**config.mk**
```make
export PLATFORM = sky130hd
export DESIGN_NAME = instr_fetch_queue
export DESIGN_NICKNAME = d
export VERILOG_FILES = /design/src/rtl/instr_fetch_queue.sv
export SDC_FILE = /design/constraint.sdc
export NUM_CORES = 1
export LEC_CHECK = 0
export ABC_CLOCK_PERIOD_IN_PS = 23500
export CAP_MARGIN = 15
export CORE_MARGIN = 2
export CORE_UTILIZATION = 50
export DETAILED_ROUTE_END_ITERATION = 8
export PLACE_DENSITY = 0.75
export SETUP_SLACK_MARGIN = 0.1
export SYNTH_ARGS = -nofsm -noshare
export SYNTH_HDL_FRONTEND = slang
export SYNTH_SLANG_ARGS = --single-unit
```
**constraint.sdc**
```tcl
create_clock -name clk -period 23.5 [get_ports clk]
set_input_delay 4.7 -clock clk [delete_from_list [all_inputs] [get_ports clk]]
set_output_delay 4.7 -clock clk [all_outputs]
set_load 0.005 [all_outputs]
```
**src/rtl/instr_fetch_queue.sv**
```systemverilog
// instr_fetch_queue
//   Consumer side of a dual-word instruction memory port. Drives a registered
//   byte fetch PC and a one-cycle fetch strobe, captures the returned ins0/ins1
//   pair one cycle after the strobe, queues instructions with their PCs and
//   presents up to two in-order instructions per cycle to a dual-issue decoder.
//
// Ports
//   clk, rst            rising-edge clock, asynchronous active-high reset
//   pc, fetch_en        fetch address / strobe to memory (both registered)
//   ins0, ins1          memory words at pc and pc+4 (valid the cycle after fetch_en)
//   dec_valid           bit0 slot0 valid, bit1 slot1 valid (bit1 implies bit0)
//   dec_ins0/1, dec_pc0/1  oldest / second-oldest queued instruction and PC
//   dec_take            instructions consumed this cycle (0..2)
//   redirect, redirect_pc  flush queue and restart fetch at redirect_pc
//   halt                level, suppresses new fetches
//   fetch_oob           sticky, a fetch was suppressed because pc > PC_LIMIT
//   dbg_state           current FSM state (IDLE=0, REQ=1, RESP=2, HOLD=3)
//
// Optional build macro FETCH_PERF_EN adds saturating counters:
//   perf_fetches (fetch_en pulses) and perf_stalls (cycles in HOLD with halt=0).
//
// Decoder handshake: dec_valid advertises how many head entries are valid this
// cycle; dec_take states how many of them the decoder consumes at the next
// rising edge. Entries are removed only by dec_take, never by the producer, and
// dec_take must not exceed the advertised count (it is clamped if it does).
module instr_fetch_queue #(
  parameter int unsigned DEPTH    = 4,
  parameter logic [31:0] RESET_PC = 32'd0,
  parameter logic [31:0] PC_LIMIT = 32'd1008
) (
  input  logic        clk,
  input  logic        rst,
  output logic [31:0] pc,
  output logic        fetch_en,
  input  logic [31:0] ins0,
  input  logic [31:0] ins1,
  output logic [1:0]  dec_valid,
  output logic [31:0] dec_ins0,
  output logic [31:0] dec_ins1,
  output logic [31:0] dec_pc0,
  output logic [31:0] dec_pc1,
  input  logic [1:0]  dec_take,
  input  logic        redirect,
  input  logic [31:0] redirect_pc,
  input  logic        halt,
  output logic        fetch_oob,
  output logic [1:0]  dbg_state
`ifdef FETCH_PERF_EN
  ,
  output logic [31:0] perf_fetches,
  output logic [31:0] perf_stalls
`endif
);

  localparam int PW = $clog2(DEPTH);
  localparam int CW = PW + 1;

  typedef enum logic [1:0] {IDLE = 2'd0, REQ = 2'd1, RESP = 2'd2, HOLD = 2'd3} state_t;

  state_t         state_q, state_d;
  logic [31:0]    pc_q, pc_d;
  logic           fetch_en_q, fetch_en_d;
  logic           oob_q, oob_d;
  logic [PW-1:0]  head_q, head_d, tail_q, tail_d;
  logic [CW-1:0]  count_q, count_d;
  logic [31:0]    ins_q [DEPTH];
  logic [31:0]    ins_d [DEPTH];
  logic [31:0]    ipc_q [DEPTH];
  logic [31:0]    ipc_d [DEPTH];

  logic [1:0]     vcnt;
  logic [1:0]     take_eff;
  logic [PW-1:0]  head1, tail1;
  logic           push;
  logic           allow;

  // Decoder view, combinational from the head; invalid slots read as zero
  // because a flush does not clear the storage.
  always_comb begin
    dec_valid = 2'b00;
    vcnt      = 2'd0;
    if (count_q >= CW'(2)) begin
      dec_valid = 2'b11;
      vcnt      = 2'd2;
    end else if (count_q == CW'(1)) begin
      dec_valid = 2'b01;
      vcnt      = 2'd1;
    end
    head1    = head_q + PW'(1);
    dec_ins0 = dec_valid[0] ? ins_q[head_q] : 32'd0;
    dec_pc0  = dec_valid[0] ? ipc_q[head_q] : 32'd0;
    dec_ins1 = dec_valid[1] ? ins_q[head1]  : 32'd0;
    dec_pc1  = dec_valid[1] ? ipc_q[head1]  : 32'd0;
    take_eff = (dec_take > vcnt) ? vcnt : dec_take;
  end

  always_comb begin
    state_d = state_q;
    pc_d    = pc_q;
    oob_d   = oob_q;
    head_d  = head_q;
    tail_d  = tail_q;
    count_d = count_q;
    ins_d   = ins_q;
    ipc_d   = ipc_q;
    push    = 1'b0;
    allow   = 1'b0;
    tail1   = tail_q + PW'(1);
    if (redirect) begin
      // Flush wins over everything, including a capture due at this edge.
      head_d  = '0;
      tail_d  = '0;
      count_d = '0;
      pc_d    = redirect_pc;
      oob_d   = 1'b0;
      state_d = halt ? HOLD : REQ;
    end else begin
      push    = (state_q == RESP);
      head_d  = head_q + PW'(take_eff);
      count_d = count_q - CW'(take_eff) + (push ? CW'(2) : CW'(0));
      if (push) begin
        ins_d[tail_q] = ins0;
        ipc_d[tail_q] = pc_q;
        ins_d[tail1]  = ins1;
        ipc_d[tail1]  = pc_q + 32'd4;
        tail_d        = tail_q + PW'(2);
        pc_d          = pc_q + 32'd8;
      end
      // Free space is judged after this cycle's push and pop, so a fetch is
      // only launched when its whole response is guaranteed a slot.
      allow = (CW'(DEPTH) - count_d >= CW'(2)) && !halt && (pc_d <= PC_LIMIT);
      case (state_q)
        IDLE:    state_d = REQ;
        REQ:     state_d = RESP;
        default: begin
          state_d = allow ? REQ : HOLD;
          if (pc_d > PC_LIMIT) oob_d = 1'b1;
        end
      endcase
    end
    fetch_en_d = (state_d == REQ);
  end

  always_ff @(posedge clk or posedge rst) begin
    if (rst) begin
      state_q    <= IDLE;
      pc_q       <= RESET_PC;
      fetch_en_q <= 1'b0;
      oob_q      <= 1'b0;
      head_q     <= '0;
      tail_q     <= '0;
      count_q    <= '0;
      for (int i = 0; i < DEPTH; i++) begin
        ins_q[i] <= 32'd0;
        ipc_q[i] <= 32'd0;
      end
    end else begin
      state_q    <= state_d;
      pc_q       <= pc_d;
      fetch_en_q <= fetch_en_d;
      oob_q      <= oob_d;
      head_q     <= head_d;
      tail_q     <= tail_d;
      count_q    <= count_d;
      ins_q      <= ins_d;
      ipc_q      <= ipc_d;
    end
  end

  assign pc        = pc_q;
  assign fetch_en  = fetch_en_q;
  assign fetch_oob = oob_q;
  assign dbg_state = state_q;

`ifdef FETCH_PERF_EN
  logic [31:0] perf_fetches_q, perf_fetches_d;
  logic [31:0] perf_stalls_q, perf_stalls_d;

  always_comb begin
    perf_fetches_d = perf_fetches_q;
    perf_stalls_d  = perf_stalls_q;
    if (fetch_en_q && (perf_fetches_q != 32'hFFFF_FFFF))
      perf_fetches_d = perf_fetches_q + 32'd1;
    if ((state_q == HOLD) && !halt && (perf_stalls_q != 32'hFFFF_FFFF))
      perf_stalls_d = perf_stalls_q + 32'd1;
  end

  always_ff @(posedge clk or posedge rst) begin
    if (rst) begin
      perf_fetches_q <= 32'd0;
      perf_stalls_q  <= 32'd0;
    end else begin
      perf_fetches_q <= perf_fetches_d;
      perf_stalls_q  <= perf_stalls_d;
    end
  end

  assign perf_fetches = perf_fetches_q;
  assign perf_stalls  = perf_stalls_q;
`endif

  // Decoder must not consume more than is advertised.
  a_take_le_valid: assert property (@(posedge clk) disable iff (rst)
    (dec_take <= vcnt));
  // The allowance rule must make queue overflow unreachable.
  a_no_overflow: assert property (@(posedge clk) disable iff (rst)
    (count_d <= CW'(DEPTH)));

endmodule
```
==> results of run 1 <==
-- power groups by stage --
stage,registers (mW),logic (mW),clock network (mW)
after detailed placement,0.745,0.771,0
after global routing,0.754,0.840,0.508
after floorplan,0.666,0.510,0
after CTS,0.737,0.777,0.489
final,0.738,0.768,0.479
after global placement,0.736,0.759,0
-- metrics by stage --
stage / hold WS (ps) / util / cell area, um^2
floorplan: 458 / - / 16600
global placement: 471 / 0.592 / 19300
detailed placement: 485 / 0.592 / 19300
CTS: 500 / 0.623 / 20300
global route: 525 / 0.624 / 20300
finish: 496 / 0.624 / 20300
-- placed cells by master, fill, tap and decap left out, types with 3 or more instances in the layout --
master,netlist,layout
mux4_2,128,128
o21ai_0,62,62
nor4_1,6,6
buf_4,3,13
and2_1,128,128
nand2_1,373,372
clkbuf_8,9,7
nor2_1,64,64
a21oi_1,34,34
nand3b_1,3,3
clkdlybuf4s50_1,0,266
clkinv_2,0,6
o22ai_1,3,3
ha_1,9,9
nand4_1,14,14
inv_1,14,12
xnor2_1,35,35
clkbuf_1,83,8
nand3_1,16,16
dfrtp_1,298,296
nand2b_1,4,4
clkbuf_16,0,31
and4_1,5,5
nor3_1,12,11
xor2_1,28,28
mux2_2,103,103
o32ai_1,3,3
-- sequential cells by signal, summed over array words and instances, names as in the netlist --
name,cells
dbg_state,2
fetch_oob,1
tail_q,1
count_q,3
ins_q,128
pc,32
head_q,2
ipc_q,128
fetch_en,1
-- metal layers --
metal	vias up	part of all wire
met5	-	0.0013
met3	94	0.090
met2	540	0.47
met4	10	0.027
li1	5623	-
met1	6346	0.41
-- final cells by class --
| cell class | instances | share of cell area |
|---|---|---|
| Timing Repair Buffer | 281 | 0.137 |
| Multi-Input combinational cell | 1073 | 0.416 |
| Inverter | 15 | 0.00314 |
| Clock buffer | 46 | 0.0443 |
| Clock inverter | 10 | 0.00467 |
| Tap cell | 442 | 0.0272 |
| Antenna cell | 2 | 0.000246 |
| Sequential cell | 298 | 0.367 |
-- how the worst max path moves through the flow --
stage	startpoint	end	slack [ps]
after floorplan	rst	count_q[0]$_DFF_PP0_	10570
after CTS	head_q[0]$_DFF_PP0_	dec_pc1[1]	14660
after detailed placement	head_q[0]$_DFF_PP0_	dec_pc1[1]	15280
after global routing	head_q[0]$_DFF_PP0_	dec_pc1[1]	14460
final	head_q[0]$_DFF_PP0_	dec_pc1[1]	14670
after global placement	head_q[0]$_DFF_PP0_	dec_pc0[1]	15340
-- worst max-delay path, delay by kind of cell (launching register included) --
kind,cells,cell delay (ps)
and+or+nand+nor,1,160
muxes,1,570
DFF,1,840
buffers and inverters,3,1850
-- cell families after synthesis --
logic type,count (synthesis),synth area share
AO/OA/AOI/OAI,117,0.0392
XOR/XNOR,63,0.0333
adder cells (fa/ha/maj),10,0.00800
buffers and inverters,140,0.0402
flip-flops,298,0.450
multiplexers,233,0.245
AND/OR/NAND/NOR,650,0.184
==> flow_metrics.tcl, run 1 <==
set metrics [dict create \
    fin_tns_setup_ps 0 \
    core_area_um2 32600 \
    power_mw 1.99 \
    slew_headroom 0.242 \
    syn_avg_cell_area_um2 11.0 \
    drc 0 \
    power.leakage_nw 8.67 \
    post-synth-top-count-cell "nand2_1" \
    gp_congestion 0.903 \
    outcome "complete, no violations" \
    dp.cells 2108 \
    clk_path_buf_depth 3 \
    die-height_um 186 \
    synthTopCellsByCount "373 x nand2_1, 298 x dfrtp_1, 128 x and2_1, 128 x mux4_2, 103 x mux2_2" \
    seq_area_frac_synth 0.450 \
    seq_power_share 0.372 \
    syn_inst 1511 \
    dpl_worst_slack_ps 15280 \
    start_kind "flop" \
    grt_usage 0.262 \
    reg2reg_to "dbg_state[1]$_DFF_PP0_" \
    io_pins 268 \
    grt_pass1_wl_um 70800 \
    initial_core_util 0.508 \
    slowest_stage "dfrtp_4" \
    max-cap-violations 0 \
    grt_pass1_vias 12600 \
    ant_nets 0 \
    grt_use_met3 0.0644 \
    tightestPinTransition_ps 1140 \
    finalNetCount 1812 \
    multi_input_area_um2 8470 \
    hp-class "reg2reg" \
    dpl.hpwl_um 29900 \
    critPathArrivalTime_ps 4130 \
    seqCellArea_um2 7460 \
    slew_violations 0 \
    end_kind "output pin" \
    rsz0062_at_grt "no" \
    clockPowerShare 0.241 \
    stdcell_count 2167 \
    io_buffers 267 \
    reg2reg_slack_ps 19750 \
    numCtsBuffers 31 \
    synth_edf_count 0 \
    async_reset_ff_frac 1.00 \
    die_w_um 186 \
    ys_seq_elements 298 \
    cp_data_required_time_ps 18800 \
    clk_latency_ps 570 \
    cts_resized 0 \
    vdd_drop_max_mv 0.0601 \
    gr-max-usage-layer "met2" \
    finalSetupViolCount 0 \
    hold_start "ins_q[127]$_DFFE_PP0P_" \
    clk_pin_slew_ps 60 \
    syn_area_um2 16600 \
    combinationalPowerShare 0.387 \
    clock_skew_ps 9.83 \
    period_needed_ps 8830 \
    p_switching_mw 0.628 \
    routedWlPerCell_um 20.6 \
    routed_wl_um 44700 \
    first_pass_iters 5 \
    cts_root_buf "clkbuf_16" \
    synth_nets 1623 \
    yosys.area.top_type "dfrtp_1" \
    fmax_mhz 113 \
    grt_use_met2 0.417 \
    ys_warn_count 0 \
    yosys_most_used_dff "dfrtp_1" \
    dieArea_um2 34600 \
    synth.distinct_cells 62 \
    path_max_fanout 55 \
    p_per_area_nw_per_um2 97.6 \
    fillers 2630 \
    intPower_mw 1.36 \
    slowest_delay_ps 840 \
    switching_share 0.316 \
    h-tree-depth 1 \
    cts.sinks 298 \
    drive_gt1_frac 0.183 \
    critical_path_class "reg2out" \
    antenna_found_initial 5 \
    use_met1 0.362 \
    via_count 12600 \
    cts_tree "done" \
    drt_iter0_markers 949 \
    vias_per_cell 5.82 \
    hold_buffers 0 \
    rows 66 \
    hold_viol 0 \
    path_cells "buf_4 -> buf_4 -> mux4_2 -> and2_1 -> clkdlybuf4s50_1" \
    min_to "ins_q[127]$_DFFE_PP0P_" \
    grt_start_max_net_pins 135 \
    post-cts-setup-buffers 0 \
    synth.area.top_cells "dfrtp_1 45%, mux4_2 17%, nand2_1 8.4%, mux2_2 7.0%, and2_1 4.8%" \
    cpMostUsedCell "buf_4" \
    area_growth_pct 22.7 \
    r2r-start "pc[9]$_DFF_PP0_" \
    setup_ws_ps 14670 \
    synth_top_area_frac 0.450 \
    period_share 0.376 \
    gr-total-overflow 0 \
    min_path_cells 2 \
    reg2regPathDepth 8 \
]
No activity file was read; power rests on OpenSTA's default activity.
==> run 2: changes to the inputs <==
--- a/config.mk
+++ b/config.mk
@@ -5,7 +5,7 @@
 export SDC_FILE = /design/constraint.sdc
 export NUM_CORES = 1
 export LEC_CHECK = 0
-export ABC_CLOCK_PERIOD_IN_PS = 23500
+export ABC_CLOCK_PERIOD_IN_PS = 8800
 export CAP_MARGIN = 15
 export CORE_MARGIN = 2
 export CORE_UTILIZATION = 50
==> constraint.sdc (replaced) <==
create_clock -name clk -period 8.8 [get_ports clk]
set_input_delay 1.76 -clock clk [delete_from_list [all_inputs] [get_ports clk]]
set_output_delay 1.76 -clock clk [all_outputs]
set_load 0.005 [all_outputs]
==> run 2 against run 1 <==
  * Setup slack got worse by 11000 ps
  * Non-clock buffer count decreased by 2
  * Clock power rose to 3.1 times the previous value
  * Final cell count rose by 0.37%
  * Register-to-register slack worse by 15000 ps
  * Power rose to 2.8 times the previous value
  * Via count increased by 0.37%
  * Combinational power grew to 2.7 times the previous value
  * Die area did not move
  * Global-route usage shrank 0.16 points
  * Clock-buffer cell count is 7 higher
  * Largest power group unchanged
==> flow_metrics.tcl, run 2 (synthesized netlist as in run 1, its figures left out) <==
set metrics [dict create \
    outcome "complete, no violations" \
    stdcell_count 2175 \
    grt_pass1_vias 12600 \
    fmax_mhz 198 \
    slew_headroom 0.236 \
    path_max_fanout 60 \
    post-cts-setup-buffers 0 \
    clk_pin_slew_ps 60 \
    dpl_worst_slack_ps 4260 \
    die-height_um 186 \
    path_cells "buf_4 -> mux4_2 -> and2_1 -> clkdlybuf4s50_1" \
    dieArea_um2 34600 \
    cts_resized 0 \
    tightestPinTransition_ps 1150 \
    vdd_drop_max_mv 0.169 \
    setup_ws_ps 3760 \
    power.leakage_nw 8.75 \
    via_count 12700 \
    gp_congestion 0.854 \
    seqCellArea_um2 7460 \
    h-tree-depth 2 \
    io_pins 268 \
    clk_path_buf_depth 3 \
    multi_input_area_um2 8470 \
    drive_gt1_frac 0.186 \
    core_area_um2 32600 \
    fin_util 0.630 \
    start_kind "flop" \
    grt_pass1_wl_um 70300 \
    grt_start_max_net_pins 160 \
    hold_viol 0 \
    rsz0062_at_grt "no" \
    final_area_um2 20600 \
    clk_latency_ps 510 \
    gr-total-overflow 0 \
    io_buffers 267 \
    cts_tree "done" \
    cts_root_buf "clkbuf_16" \
    placed_area_um2 19300 \
    final_common_cell "nand2_1" \
    clock_skew_ps 19.0 \
    vias_per_cell 5.82 \
    slew_violations 0 \
    drt_iter0_markers 1052 \
    dpl.hpwl_um 28900 \
    slowest_stage "buf_4" \
    routedWlPerCell_um 20.4 \
    first_pass_iters 5 \
    period_needed_ps 5040 \
    initial_core_util 0.508 \
    max-cap-violations 0 \
    drc 0 \
    rows 66 \
    finalNetCount 1814 \
    grt_usage 0.261 \
    period_share 0.573 \
    numCtsBuffers 35 \
    critPathArrivalTime_ps 3280 \
    area_growth_pct 24.0 \
    fillers 2551 \
    reg2reg_slack_ps 5060 \
    antenna_found_initial 7 \
    critical_path_class "reg2out" \
    fin_tns_setup_ps 0 \
    finalSetupViolCount 0 \
    dp.cells 2106 \
    cpLargestDelayFamily "buffers and inverters" \
    end_kind "output pin" \
    layout_common_cells "372 x nand2_1, 296 x dfrtp_1, 266 x clkdlybuf4s50_1, 128 x mux4_2, 128 x and2_1" \
    die_w_um 186 \
    slowest_delay_ps 780 \
    p_per_area_nw_per_um2 267 \
    routed_wl_um 44400 \
    cp.buffers_inverters 2 \
    hold_buffers 0 \
    ant_nets 0 \
    cp_data_required_time_ps 7040 \
    hp-class "reg2reg" \
    cts.sinks 298 \
]
-- run 2: per-stage QoR --
step | hold slack, ps | power, mW
2_1_floorplan | 458 | 3.14
3_3_place_gp | 471 | 3.97
3_5_place_dp | 482 | 4.04
4_1_cts | 496 | 5.53
5_1_grt | 521 | 5.80
6_report | 496 | 5.49
-- run 2: cell type report --
class	count	share of cell area
Antenna cell	6	0.000730
Clock buffer	53	0.0523
Clock inverter	9	0.00517
Inverter	15	0.00292
Multi-Input combinational cell	1073	0.412
Sequential cell	298	0.363
Tap cell	442	0.0269
Timing Repair Buffer	279	0.137
-- run 2: routing by layer --
| metal | vias up | track usage | wire (um) |
|---|---|---|---|
| met5 | - | 0 | 16 |
| met4 | 2 | 0.0847 | 1260 |
| met3 | 92 | 0.0657 | 3970 |
| met2 | 560 | 0.410 | 20900 |
| met1 | 6388 | 0.358 | 18300 |
| li1 | 5618 | - | - |
-- run 2: where the power goes --
group          internal (mW)  switching (mW)  leakage, nW
logic                   1.27           0.822         4.34
clock network          0.903           0.568        0.574
registers               1.63           0.295         3.84
total                   3.80            1.69         8.75
-- run 2: worst reg2reg max path, stage by stage (launching register included) --
cell and delay (ps):
dfrtp_1 690, and4_1 380, nand4_1 370, nor4_1 460
xor2_1 160, or4_1 530, or3_1 380, o41a_1 460
o32a_1 180
-- run 2: final timing paths --
kind                            cells after the start                     end                  start
worst min register to register                      2   ins_q[94]$_DFFE_PP0P_  ins_q[94]$_DFFE_PP0P_
worst max register to register                      8  dbg_state[1]$_DFF_PP0_        pc[9]$_DFF_PP0_
max in group asynchronous                           4    count_q[2]$_DFF_PP0_                    rst
min in group asynchronous                           2   ipc_q[98]$_DFFE_PP0P_                    rst
worst min-delay path                                2   ins_q[94]$_DFFE_PP0P_  ins_q[94]$_DFFE_PP0P_
worst max-delay path                                4             dec_pc1[11]    head_q[0]$_DFF_PP0_
